<file path="src/rtl/fetch_hazard_ctrl.sv">
// Fetch/decode hazard controller: load-use stall, branch flush, BOOT hold and (FETCH_HALT_EN) debug drain/halt.
// Controls are zero-latency combinational from state and inputs; StallF/StallD are the upstream backpressure.
module fetch_hazard_ctrl #(
  parameter int unsigned BOOT_CYCLES  = 2,
  parameter int unsigned DRAIN_CYCLES = 3
) (
  input  logic        clk,
  input  logic        rst,
  input  logic        PCSrcE,
  input  logic        ResultSrcE0,
  input  logic [4:0]  RdE,
  input  logic [4:0]  Rs1D,
  input  logic [4:0]  Rs2D,
  input  logic        halt_req,
  output logic        halt_ack,
  output logic        StallF,
  output logic        StallD,
  output logic        FlushD,
  output logic        FlushE,
  output logic [1:0]  state,
  output logic [15:0] stall_cnt
);

  typedef enum logic [1:0] {
    ST_BOOT  = 2'd0,
    ST_RUN   = 2'd1,
    ST_DRAIN = 2'd2,
    ST_HALT  = 2'd3
  } state_e;

  localparam logic [3:0] BOOT_LD  = 4'(BOOT_CYCLES);
  localparam logic [3:0] DRAIN_LD = 4'(DRAIN_CYCLES);

  state_e      state_q, state_d;
  logic [3:0]  cnt_q, cnt_d;
  logic [15:0] stall_cnt_q, stall_cnt_d;
  logic        lw_stall;

`ifndef FETCH_HALT_EN
  logic halt_unused;
  assign halt_unused = halt_req;
`endif

  always_comb begin
    lw_stall = ResultSrcE0 & (RdE != 5'd0) & ((RdE == Rs1D) | (RdE == Rs2D));

    state_d  = state_q;
    cnt_d    = cnt_q;
    StallF   = 1'b0;
    StallD   = 1'b0;
    FlushD   = 1'b0;
    FlushE   = 1'b0;
    halt_ack = 1'b0;

    case (state_q)
      ST_BOOT: begin
        StallF = 1'b1;
        StallD = 1'b1;
        FlushD = 1'b1;
        FlushE = 1'b1;
        if (cnt_q <= 4'd1) begin
          state_d = ST_RUN;
        end else begin
          cnt_d = cnt_q - 4'd1;
        end
      end
      ST_RUN: begin
        // A taken branch squashes the load consumer anyway, so it overrides the stall.
        StallF = lw_stall & ~PCSrcE;
        StallD = lw_stall & ~PCSrcE;
        FlushD = PCSrcE;
        FlushE = PCSrcE | lw_stall;
`ifdef FETCH_HALT_EN
        if (halt_req && !PCSrcE) begin
          state_d = ST_DRAIN;
          cnt_d   = DRAIN_LD;
        end
`endif
      end
`ifdef FETCH_HALT_EN
      ST_DRAIN: begin
        StallF = 1'b1;
        StallD = 1'b1;
        FlushE = 1'b1;
        if (!halt_req) begin
          state_d = ST_RUN;
        end else if (cnt_q <= 4'd1) begin
          state_d = ST_HALT;
        end else begin
          cnt_d = cnt_q - 4'd1;
        end
      end
      ST_HALT: begin
        StallF   = 1'b1;
        StallD   = 1'b1;
        FlushE   = 1'b1;
        halt_ack = 1'b1;
        if (!halt_req) begin
          state_d = ST_RUN;
        end
      end
`endif
      default: begin
        StallF  = 1'b1;
        StallD  = 1'b1;
        FlushD  = 1'b1;
        FlushE  = 1'b1;
        state_d = ST_BOOT;
        cnt_d   = BOOT_LD;
      end
    endcase

    stall_cnt_d = stall_cnt_q;
    if (state_q == ST_RUN && StallF && stall_cnt_q != 16'hFFFF) begin
      stall_cnt_d = stall_cnt_q + 16'd1;
    end
  end

  always_ff @(posedge clk or negedge rst) begin
    if (!rst) begin
      state_q     <= ST_BOOT;
      cnt_q       <= BOOT_LD;
      stall_cnt_q <= 16'd0;
    end else begin
      state_q     <= state_d;
      cnt_q       <= cnt_d;
      stall_cnt_q <= stall_cnt_d;
    end
  end

  assign state     = state_q;
  assign stall_cnt = stall_cnt_q;

endmodule
</file>
<file path="config.mk">
export PLATFORM = sky130hd
export DESIGN_NAME = fetch_hazard_ctrl
export DESIGN_NICKNAME = d
export VERILOG_FILES = /design/src/rtl/fetch_hazard_ctrl.sv
export SDC_FILE = /design/constraint.sdc
export NUM_CORES = 1
export LEC_CHECK = 0
export ABC_AREA = 1
export CAP_MARGIN = 5
export CORE_ASPECT_RATIO = 1.75
export CORE_MARGIN = 3
export CORE_UTILIZATION = 48
export CTS_CLUSTER_DIAMETER = 30
export DETAILED_ROUTE_END_ITERATION = 16
export GPL_ROUTABILITY_DRIVEN = 1
export HOLD_SLACK_MARGIN = 0.03
export PLACE_DENSITY = 0.8
export SYNTH_ARGS = -nofsm -noshare
export SYNTH_HDL_FRONTEND = slang
export SYNTH_SLANG_ARGS = --single-unit
</file>
<file path="constraint.sdc">
create_clock -name clk -period 2.05 [get_ports clk]
set_input_delay 0.41 -clock clk [delete_from_list [all_inputs] [get_ports clk]]
set_output_delay 0.41 -clock clk [all_outputs]
set_load 0.005 [all_outputs]
</file>
==> parameters.txt, run 1 <==
Parameter                              Value

Timing
  Post-route fraction of the period consumed by the critical path    96.8%
  Max Clock Skew    0.00253 ns
  Count of final setup violators    0
  Setup repair after global routing missed its margin    no
  Tightest hold margin    0.477 ns
  Peak Freq    504 MHz
  Hold violation count in the final report    0
  Worst setup margin    0.0648 ns
  Max Transition Viols Final    0
  Clock period minus final worst setup slack    1.99 ns

Die
  Effective utilization at floorplan    50.8%
  Number of top-level pins    43
  CORE AREA    2990 um2
  Die width    48.6 um
  Chip height    80.5 um
  Die footprint    3910 um2
  Std-Cell Rows    26

Global route
  Met1 track demand over resource    17.3%
  Initial antenna violation count    0
  Pin count of the biggest net entering global routing    22
  Global routing's busiest layer    met2
  Final global-route overflow total    0
  Overall global routing resource usage    18.0%
  Via count of the first global-routing pass    1374
  First-pass GRT wire length    5.56 mm
  Global-route met3 utilization    2.78%
  Met2 usage in global routing    36.9%

Drt
  Total routed wirelength    3.46 mm
  Drt first-iter violations    39
  DRC viols    0
  Length of the first detailed-routing pass in iterations    4
  Total vias in the final route    1484
  Via count normalized by instance count    4.79
  WL per Instance    11.2 um
  Antenna-violating nets left    0

Power and ir drop
  PD cells    455 nW/um2
  Lkg Pwr    1.08 nW
  Peak ir drop on the vdd network    0.000538 V

Placed design
  Quantity of I/O buffers inserted on ports    39
  Dpl cells    305
  Cell area after placement    1990 um2
  HPWL after detailed placement    2.64 mm
  Gpl congestion    0.899
  Post-place setup slack    -0.549 ns

Worst hold path
  Worst Hold Class    in2async

Synthesis
  Seq/Total Area, Yosys    34.6%
  Register bit count reported by yosys    21
  Number of unique standard cell types used by synthesis    24
  Synthesized area divided by synthesized cell count    6.92 um2
  Post-synthesis cell area    1520 um2
  Number of warnings issued by yosys    0
  Post-synthesis cell count    220

Clock network
  Total CTS buffers    3
  Maximum clock path buffer count    2
  Count of clock tree sinks    21
  Insertion delay of the later-clocked pin in the worst-skew pair    0.26 ns
  Clock Tree Root    clkbuf_8
  Depth of the CTS H-tree    1
  Clock tree from TritonCTS    done
  Clock-pin slew reported for the worst setup and hold paths after clock tree synthesis    0.08 ns

Cells and area
  Most common cell after layout, fill and taps aside    nand2_1
  Final std cell area, no fill    2050 um2
  Net count reported at finish    292
  Commonest cells after routing, fill and taps aside    nand2_1, inv_1, clkdlybuf4s50_1, nor2_1, dfrtp_1
  Number of antenna diodes    0
  Layout overhead on the synthesized area    34.7%
  Final std cells w/o fill    310
  Share of final-layout standard cells stronger than drive strength 1    14.9%

Critical path
  Logic depth of the worst register-to-register path    8
  Data arrival time of the worst path    1.58 ns
  Type of the worst setup path    in2out
  CP max FO    3
  R2r startpoint    cnt_q[1]$_DFFE_PN1P_
  Req. time, crit path    1.64 ns
  Worst Setup Start Kind    input port
  Start point of the critical path    PCSrcE
  Sort of element at the end of the critical path    primary output

Status
  Outcome    complete, no violations

Job
  Number of max-cap violations    0
cell usage after synthesis (all sizes together):
master	n	area, um2
conb	1	3.75
or2	1	6.26
xor2	7	61.3
inv	31	116
o21ai	3	15.0
dfstp	1	26.3
nand3	10	55.1
nor4	1	6.26
xnor2	11	96.3
nor2	23	101
ha	3	37.5
a21oi	2	10.0
buf	5	50.1
nand4	6	43.8
nor3	2	15.0
dfrtp	20	500
nand2	93	377
cell families (layout without fill, tap and decap cells):
family / after synthesis / in the layout / synth area share [%]
buffers and inverters: 36 / 83 / 10.9
xor gates and xnor gates: 18 / 18 / 10.4
other: 1 / 2 / 0.246
adders and majority gates: 3 / 3 / 2.47
DFF: 21 / 21 / 34.6
and+or+nand+nor: 136 / 136 / 39.7
AOI/OAI and AO/OA: 5 / 5 / 1.64
area by class of cell:
cell class | instances | area (um2)
flip-flops and latches | 21 | 527
well taps | 42 | 52.6
clock buffers | 3 | 41.3
multi-input cells | 164 | 841
inverters | 31 | 116
fillers | 265 | 943
repair buffers | 48 | 467
clock inverters | 1 | 5.00
power breakdown:
part | leakage, nW | switching (W) | total (W) | internal (W)
clock network | 0.0255 | 0.000137 | 0.000273 | 0.000136
logic | 0.771 | 0.0000858 | 0.000193 | 0.000108
registers | 0.282 | 0.0000311 | 0.000466 | 0.000434
worst max-delay path, cell delays in order:
cell	delay (ns)
clkdlybuf4s50_1	0.43
nor2_1	0.21
inv_1	0.06
clkdlybuf4s50_1	0.46
repair_timing:
item	4_1_cts	5_1_grt
hold buffers	0	0
pin swaps	6	6
setup endpoints to repair	3	3
endpoints found under the hold margin	0	0
resized for setup	19	8
setup buffers	1	0
path summary, 6_finish.rpt:
kind | endpoint | slack (ns)
max in group asynchronous | cnt_q[1]$_DFFE_PN1P_ | 1.30
hold / removal | stall_cnt[1]$_DFFE_PN0P_ | 0.48
setup reg to reg | cnt_q[2]$_DFFE_PN0P_ | 0.29
setup / recovery | FlushD | 0.06
hold reg to reg | cnt_q[3]$_DFFE_PN0P_ | 0.48
min in group clk | cnt_q[3]$_DFFE_PN0P_ | 0.48
sequential cells by signal, indices dropped and copies added, names as in the netlist:
name	cells
cnt_q	4
stall_cnt	16
state	1
per-stage QoR:
step	setup TNS, ns	power, W	util [%]
6_report	0	0.000932	68.5
5_1_grt	0	0.000982	68.5
4_1_cts	0	0.000942	67.8
3_5_place_dp	-1.45	0.000671	66.5
3_3_place_gp	-1.38	0.000667	66.5
2_1_floorplan	0	0.000554	-
metal layers:
| metal | routed length [um] | part of all wire [%] | vias up |
|---|---|---|---|
| li1 | - | - | 754 |
| met1 | 1330 | 38 | 669 |
| met2 | 1820 | 53 | 50 |
| met3 | 208 | 6.0 | 11 |
| met4 | 104 | 3.0 | 0 |
| met5 | 0 | 0 | - |
Note: power is estimated with default switching activity, not from simulation.
==> inputs of run 2 (changes only) <==
- CAP_MARGIN: 5 -> 10
- HOLD_SLACK_MARGIN: 0.03 -> 0.02
- REMOVE_ABC_BUFFERS: unset -> 1
==> run 2 against run 1 <==
Against the previous run:
- clock power barely moved
- wire length fell by 2.0%
- first-iteration DRC count fell by 23%
- utilization rose by 0.67 points
- critical path depth did not move
- non-clock buffer count rose by 1
- combinational power rose by 2%
- total power rose by 0.80%
- via count barely moved
- sequential cell count did not move
==> parameters.txt, run 2 (same netlist as run 1, synthesis figures left out) <==
Parameter                              Value

Cells and area
  Share of final-layout standard cells stronger than drive strength 1    16.0% (+1.1 points)
  Layout overhead on the synthesized area    36.0%
  Flip-flop count of the largest register, all copies and words added    16 (unchanged)
  Most common cell after layout, fill and taps aside    nand2_1
  Net count reported at finish    293 (+0.34%)
  Commonest cells after routing, fill and taps aside    nand2_1, inv_1, clkdlybuf4s50_1, nor2_1, dfrtp_1
  Count of filler cells inserted in the layout    282 (+6.4%)
  Final std cell area, no fill    2070 um2 (+0.98%)
  Number of antenna diodes    0 (unchanged)

Worst hold path
  Worst Hold Class    in2async

Critical path
  CP max FO    3 (unchanged)
  R2r startpoint    cnt_q[1]$_DFFE_PN1P_
  Data arrival time of the worst path    1.54 ns (-0.04 ns)
  Logic depth of the worst register-to-register path    8 (unchanged)
  Req. time, crit path    1.64 ns (about the same)
  Worst Setup Start Kind    input port
  Sort of element at the end of the critical path    primary output
  Start point of the critical path    PCSrcE
  Capture instance of the worst register-to-register path    cnt_q[2]$_DFFE_PN0P_
  Crit path capture    FlushD
  Type of the worst setup path    in2out
  Flop2flop setup slack    0.29 ns (about the same)

Drt
  Length of the first detailed-routing pass in iterations    4 (unchanged)
  Total vias in the final route    1485 (+0.067%)
  Antenna-violating nets left    0 (unchanged)
  DRC viols    0 (unchanged)
  Drt first-iter violations    30 (-23%)
  Total routed wirelength    3.39 mm (-2.0%)
  WL per Instance    10.9 um (-2.3%)
  Via count normalized by instance count    4.77 (-0.25%)

Die
  Chip height    80.5 um (unchanged)
  CORE AREA    2990 um2 (unchanged)
  Effective utilization at floorplan    50.8% (unchanged)
  Die footprint    3910 um2 (unchanged)
  Die width    48.6 um (unchanged)
  Number of top-level pins    43 (unchanged)
  Std-Cell Rows    26 (unchanged)

Job
  Number of max-cap violations    0 (unchanged)

Placed design
  Quantity of I/O buffers inserted on ports    39 (unchanged)
  Gpl congestion    0.887 (-1.3%)
  Post-place setup slack    -0.583 ns (-0.0345 ns)
  HPWL after detailed placement    2.65 mm (+0.21%)
  Cell area after placement    2000 um2 (+0.25%)

Timing
  Hold violation count in the final report    0 (unchanged)
  Tightest hold margin    0.477 ns (-0.0000890 ns)
  Setup repair after global routing missed its margin    no
  Max Clock Skew    0.00427 ns (+0.00173 ns)
  Worst setup margin    0.102 ns (+0.0370 ns)
  Post-route fraction of the period consumed by the critical path    95.0% (-1.8 points)
  Max Transition Viols Final    0 (unchanged)
  Worst slew slack as a fraction of its limit    66.4%
  Worst Max-Slew Pin Slew    0.502 ns
  Count of final setup violators    0 (unchanged)
  Peak Freq    513 MHz (+1.9%)
  Clock period minus final worst setup slack    1.95 ns (-0.0370 ns)

Status
  Outcome    complete, no violations

Global route
  First-pass GRT wire length    5.80 mm (+4.2%)
  Initial antenna violation count    0 (unchanged)
  Via count of the first global-routing pass    1388 (+1.0%)
  Pin count of the biggest net entering global routing    17 (-23%)
  Final global-route overflow total    0 (unchanged)
  Overall global routing resource usage    18.6% (+0.52 points)

Clock network
  Number of buffers added to fix hold violations after cts    0 (unchanged)
  Maximum clock path buffer count    2 (unchanged)
  Total CTS buffers    3 (unchanged)
  Clock-pin slew reported for the worst setup and hold paths after clock tree synthesis    0.08 ns (about the same)
  Count of clock tree sinks    21 (unchanged)
  Insertion delay of the later-clocked pin in the worst-skew pair    0.26 ns (about the same)
  Depth of the CTS H-tree    1 (unchanged)
  Clock Tree Root    clkbuf_8
  Clock tree from TritonCTS    done

Power and ir drop
  Switching power share of the total    27.5% (+0.25 points)
  Portion of total power attributed to sequential cells    49.6% (-0.4 points)
  Internal power summed over all cells    0.000681 W (+0.45%)
  PD cells    454 nW/um2 (-0.18%)
  Lkg Pwr    1.08 nW (-0.23%)
  Peak ir drop on the vdd network    0.000514 V (-4.4%)
  Clock share of power    29.4% (about the same)
  Part of the power in combinational logic    21.0% (+0.2 points)
  Switching power of the nets    0.000259 W (+1.7%)
[run 2: cell count changes in the layout (fill, tap and decap cells not counted)]
cell | before | now
dlygate4sd2_1 | 7 | 9
dlymetal6s2s_1 | 6 | 4
buf_12 | 1 | 2
nand2_1 | 81 | 80
nand2_2 | 12 | 13
nand3_1 | 9 | 8
nand3_2 | 1 | 2
[run 2: power groups by stage]
stage,Combinational [W],Sequential [W],Clock [W]
2_1_floorplan,0.0000786,0.000470,0
3_3_place_gp,0.000195,0.000474,0
3_5_place_dp,0.000198,0.000474,0
4_1_cts,0.000198,0.000467,0.000278
5_1_grt,0.000224,0.000469,0.000294
6_report,0.000197,0.000466,0.000276
[run 2: worst min path at each step]
stage                                            to  cells after the start  slack (ns)
after floorplan                cnt_q[0]$_DFFE_PN0P_                      0        0.11
after global placement         cnt_q[3]$_DFFE_PN0P_                      1        0.48
after detailed placement       cnt_q[3]$_DFFE_PN0P_                      1        0.47
after CTS                      cnt_q[3]$_DFFE_PN0P_                      1        0.49
after global routing           cnt_q[3]$_DFFE_PN0P_                      1        0.50
final                     stall_cnt[12]$_DFFE_PN0P_                      1        0.48
[run 2: metal layers]
metal	vias up	track usage [%]	part of all wire (%)
met1	683	19.9	39
met4	0	6.27	1.8
li1	760	-	-
met5	-	0	0
met2	35	36.3	55
met3	7	2.97	4.4
[run 2: final cells by class]
cell class	count	area [um2]	share of cell area, %
well taps	42	52.6	2.54
clock inverters	1	5.00	0.242
flip-flops and latches	21	527	25.5
repair buffers	49	479	23.2
clock buffers	3	41.3	2.00
inverters	31	116	5.62
multi-input cells	164	848	41.0
[run 2: what timing repair did]
| item | in CTS | in global routing |
|---|---|---|
| resized for setup | 22 | 7 |
| setup endpoints to repair | 3 | 19 |
| pin swaps | 6 | 4 |
| cloned | 0 | 0 |
| buffers inserted | 3 | 0 |
[run 2: through the flow]
step | power, W | util (%) | cells | setup TNS, ns
2_1_floorplan | 0.000549 | - | 216 | 0
3_3_place_gp | 0.000670 | 66.7 | 304 | -1.41
6_report | 0.000939 | 69.1 | 311 | 0
5_1_grt | 0.000987 | 69.1 | 311 | 0
3_5_place_dp | 0.000672 | 66.7 | 304 | -1.51
4_1_cts | 0.000943 | 68.5 | 311 | 0
[run 2: worst max-delay path, stage by stage]
cell,delay [ns]
clkdlybuf4s50_1,0.43
nor2_1,0.19
inv_1,0.05
clkdlybuf4s50_1,0.44
==> inputs of run 3 (changes only) <==
- CORE_MARGIN: 3 -> 2
- REMOVE_ABC_BUFFERS: 1 -> unset
==> run 3 against run 2 <==
Against the previous run:
- final area fell by 0.18%
- clock power barely moved
- largest power group unchanged
- highest routed layer unchanged
- worst hold slack got worse by 0.0028 ns
- non-clock buffer count did not move
- largest cell class unchanged
==> parameters.txt, run 3 (same netlist as run 1, synthesis figures left out) <==
Parameter                              Value

Die
  Std-Cell Rows    27 (+3.8%)
  Die footprint    3650 um2 (-6.5%)
  Effective utilization at floorplan    49.5% (-1.3 points)
  Number of top-level pins    43 (unchanged)
  CORE AREA    3070 um2 (+2.7%)
  Chip height    78.5 um (-2.5%)
  Die width    46.6 um (-4.1%)

Clock network
  Depth of the CTS H-tree    1 (unchanged)
  Clock Tree Root    clkbuf_8
  Clock-pin slew reported for the worst setup and hold paths after clock tree synthesis    0.08 ns (about the same)
  Clock tree from TritonCTS    done
  Total CTS buffers    3 (unchanged)
  Count of clock tree sinks    21 (unchanged)
  Insertion delay of the later-clocked pin in the worst-skew pair    0.27 ns (about the same)
  Maximum clock path buffer count    2 (unchanged)

Drt
  Via count normalized by instance count    4.74 (-0.66%)
  Antenna-violating nets left    0 (unchanged)
  Drt first-iter violations    24 (-20%)
  DRC viols    0 (unchanged)
  Total routed wirelength    3.48 mm (+2.6%)
  WL per Instance    11.2 um (+2.3%)
  Total vias in the final route    1480 (-0.34%)
  Length of the first detailed-routing pass in iterations    4 (unchanged)

Placed design
  HPWL after detailed placement    2.74 mm (+3.4%)
  Quantity of I/O buffers inserted on ports    39 (unchanged)
  Gpl congestion    0.897 (+1.1%)

Critical path
  CP max FO    3 (unchanged)
  Type of the worst setup path    in2out
  Most used cell along the critical path    clkdlybuf4s50_1
  Buf+Inv Stages, Crit Path    3 (unchanged)
  Flop2flop setup slack    0.23 ns (-0.06 ns)
  Total stage count of the critical path    4 (unchanged)
  Longest individual stage delay on the worst path    0.51 ns (+0.07 ns)
  Worst Setup Start Kind    input port
  Data arrival time of the worst path    1.53 ns (about the same)
  Crit path capture    FlushD
  Family of cells with the greatest summed delay on the critical path    buffers and inverters
  Sort of element at the end of the critical path    primary output
  Start point of the critical path    PCSrcE
  Worst path slowest cell    clkdlybuf4s50_1
  CP cell instances    clkdlybuf4s50_1 > nor2_2 > inv_1 > clkdlybuf4s50_1
  Logic depth of the worst register-to-register path    8 (unchanged)
  Req. time, crit path    1.64 ns (about the same)
  Capture instance of the worst register-to-register path    cnt_q[2]$_DFFE_PN0P_
  R2r startpoint    cnt_q[1]$_DFFE_PN1P_

Cells and area
  Net count reported at finish    293 (unchanged)
  Commonest cells after routing, fill and taps aside    nand2_1, inv_1, clkdlybuf4s50_1, nor2_1, dfrtp_1
  Area of the multi-input gates    841 um2 (-0.89%)
  Sequential cell area    527 um2 (unchanged)
  Share of the core filled with cells    67.2% (-2.0 points)
  Number of antenna diodes    0 (unchanged)
  Flip-flop count of the largest register, all copies and words added    16 (unchanged)
  Layout overhead on the synthesized area    35.8%
  Share of final-layout standard cells stronger than drive strength 1    15.6% (-0.37 points)
  Most common cell after layout, fill and taps aside    nand2_1
  Count of filler cells inserted in the layout    280 (-0.71%)

Global route
  First-pass GRT wire length    5.77 mm (-0.48%)
  Pin count of the biggest net entering global routing    22 (+5)
  Final global-route overflow total    0 (unchanged)
  Overall global routing resource usage    21.4% (+2.8 points)
  Via count of the first global-routing pass    1427 (+2.8%)
  Initial antenna violation count    0 (unchanged)

Worst hold path
  Worst Hold Class    in2async

Power and ir drop
  PD cells    454 nW/um2 (about the same)
  Lkg Pwr    1.09 nW (+0.93%)
  Peak ir drop on the vdd network    0.000532 V (+3.4%)

Timing
  Peak Freq    515 MHz (+0.24%)
  Max Transition Viols Final    0 (unchanged)
  Tightest hold margin    0.474 ns (-0.00283 ns)
  Post-route fraction of the period consumed by the critical path    94.8% (-0.23 points)
  Count of final setup violators    0 (unchanged)
  Setup repair after global routing missed its margin    no
  Max Clock Skew    0.00185 ns (-0.00241 ns)
  Hold violation count in the final report    0 (unchanged)
  Clock period minus final worst setup slack    1.94 ns (-0.00469 ns)

Status
  Outcome    complete, no violations

Job
  Number of max-cap violations    0 (unchanged)
==> run 3: cell count changes in the layout (fill, tap and decap cells not counted), sizes merged <==
cell and change:
clkbuf +1, dlymetal6s2s +2, dlygate4sd2 -2, clkdlybuf4s15 -1
==> run 3: layer usage <==
layer | share of wire (%) | track usage (%)
met1 | 38 | 21.8
met3 | 5.9 | 3.91
met4 | 2.6 | 10.3
met2 | 54 | 38.6
met5 | 0 | 0
==> run 3: worst register-to-register path, stage by stage (launching register included) <==
cell	delay, ns
dfstp_2	0.55
inv_1	0.06
ha_1	0.21
or2_2	0.29
a21oi_1	0.25
inv_1	0.15
nor3_1	0.15
a21oi_1	0.06
inv_1	0.05
==> run 3: cell type report <==
class | count | share of cell area [%]
Inverter | 31 | 5.63
Multi-Input combinational cell | 164 | 40.7
Sequential cell | 21 | 25.5
Tap cell | 43 | 2.60
Timing Repair Buffer | 49 | 23.3
Clock buffer | 3 | 2.00
Clock inverter | 1 | 0.242
==> run 3: per-stage QoR <==
stage / std cells / setup TNS, ns / setup slack, ns / total power [W] / instance area, um2
after CTS: 311 / 0 / 0.00597 / 0.000943 / 2040
after global routing: 312 / 0 / 0.0355 / 0.000991 / 2070
after global placement: 306 / -1.38 / -0.518 / 0.000667 / 2000
final: 312 / 0 / 0.106 / 0.000938 / 2070
after detailed placement: 306 / -1.48 / -0.552 / 0.000673 / 2000
after floorplan: 221 / 0 / 0.386 / 0.000554 / 1530
==> run 3: power breakdown <==
part           switching [W]  internal, W  total [W]  leakage (nW)
clock               0.000142     0.000136   0.000278        0.0255
combinational      0.0000862     0.000109   0.000196         0.778
sequential         0.0000302     0.000434   0.000465         0.282
==> run 3: worst min path at each step <==
stage / slack, ns / start / end
6_report: 0.47 / rst / cnt_q[3]$_DFFE_PN0P_
5_1_grt: 0.52 / rst / cnt_q[3]$_DFFE_PN0P_
4_1_cts: 0.49 / rst / cnt_q[3]$_DFFE_PN0P_
3_5_place_dp: 0.48 / cnt_q[3]$_DFFE_PN0P_ / cnt_q[3]$_DFFE_PN0P_
3_3_place_gp: 0.48 / cnt_q[3]$_DFFE_PN0P_ / cnt_q[3]$_DFFE_PN0P_
2_1_floorplan: 0.11 / rst / cnt_q[0]$_DFFE_PN0P_
==> run 3: repair_timing <==
item | in CTS | in global routing
buffers inserted | 1 | 1
endpoints found under the setup margin | 3 | 4
hold buffers | 0 | 0
pin swaps | 4 | 5
resized for setup | 19 | 9
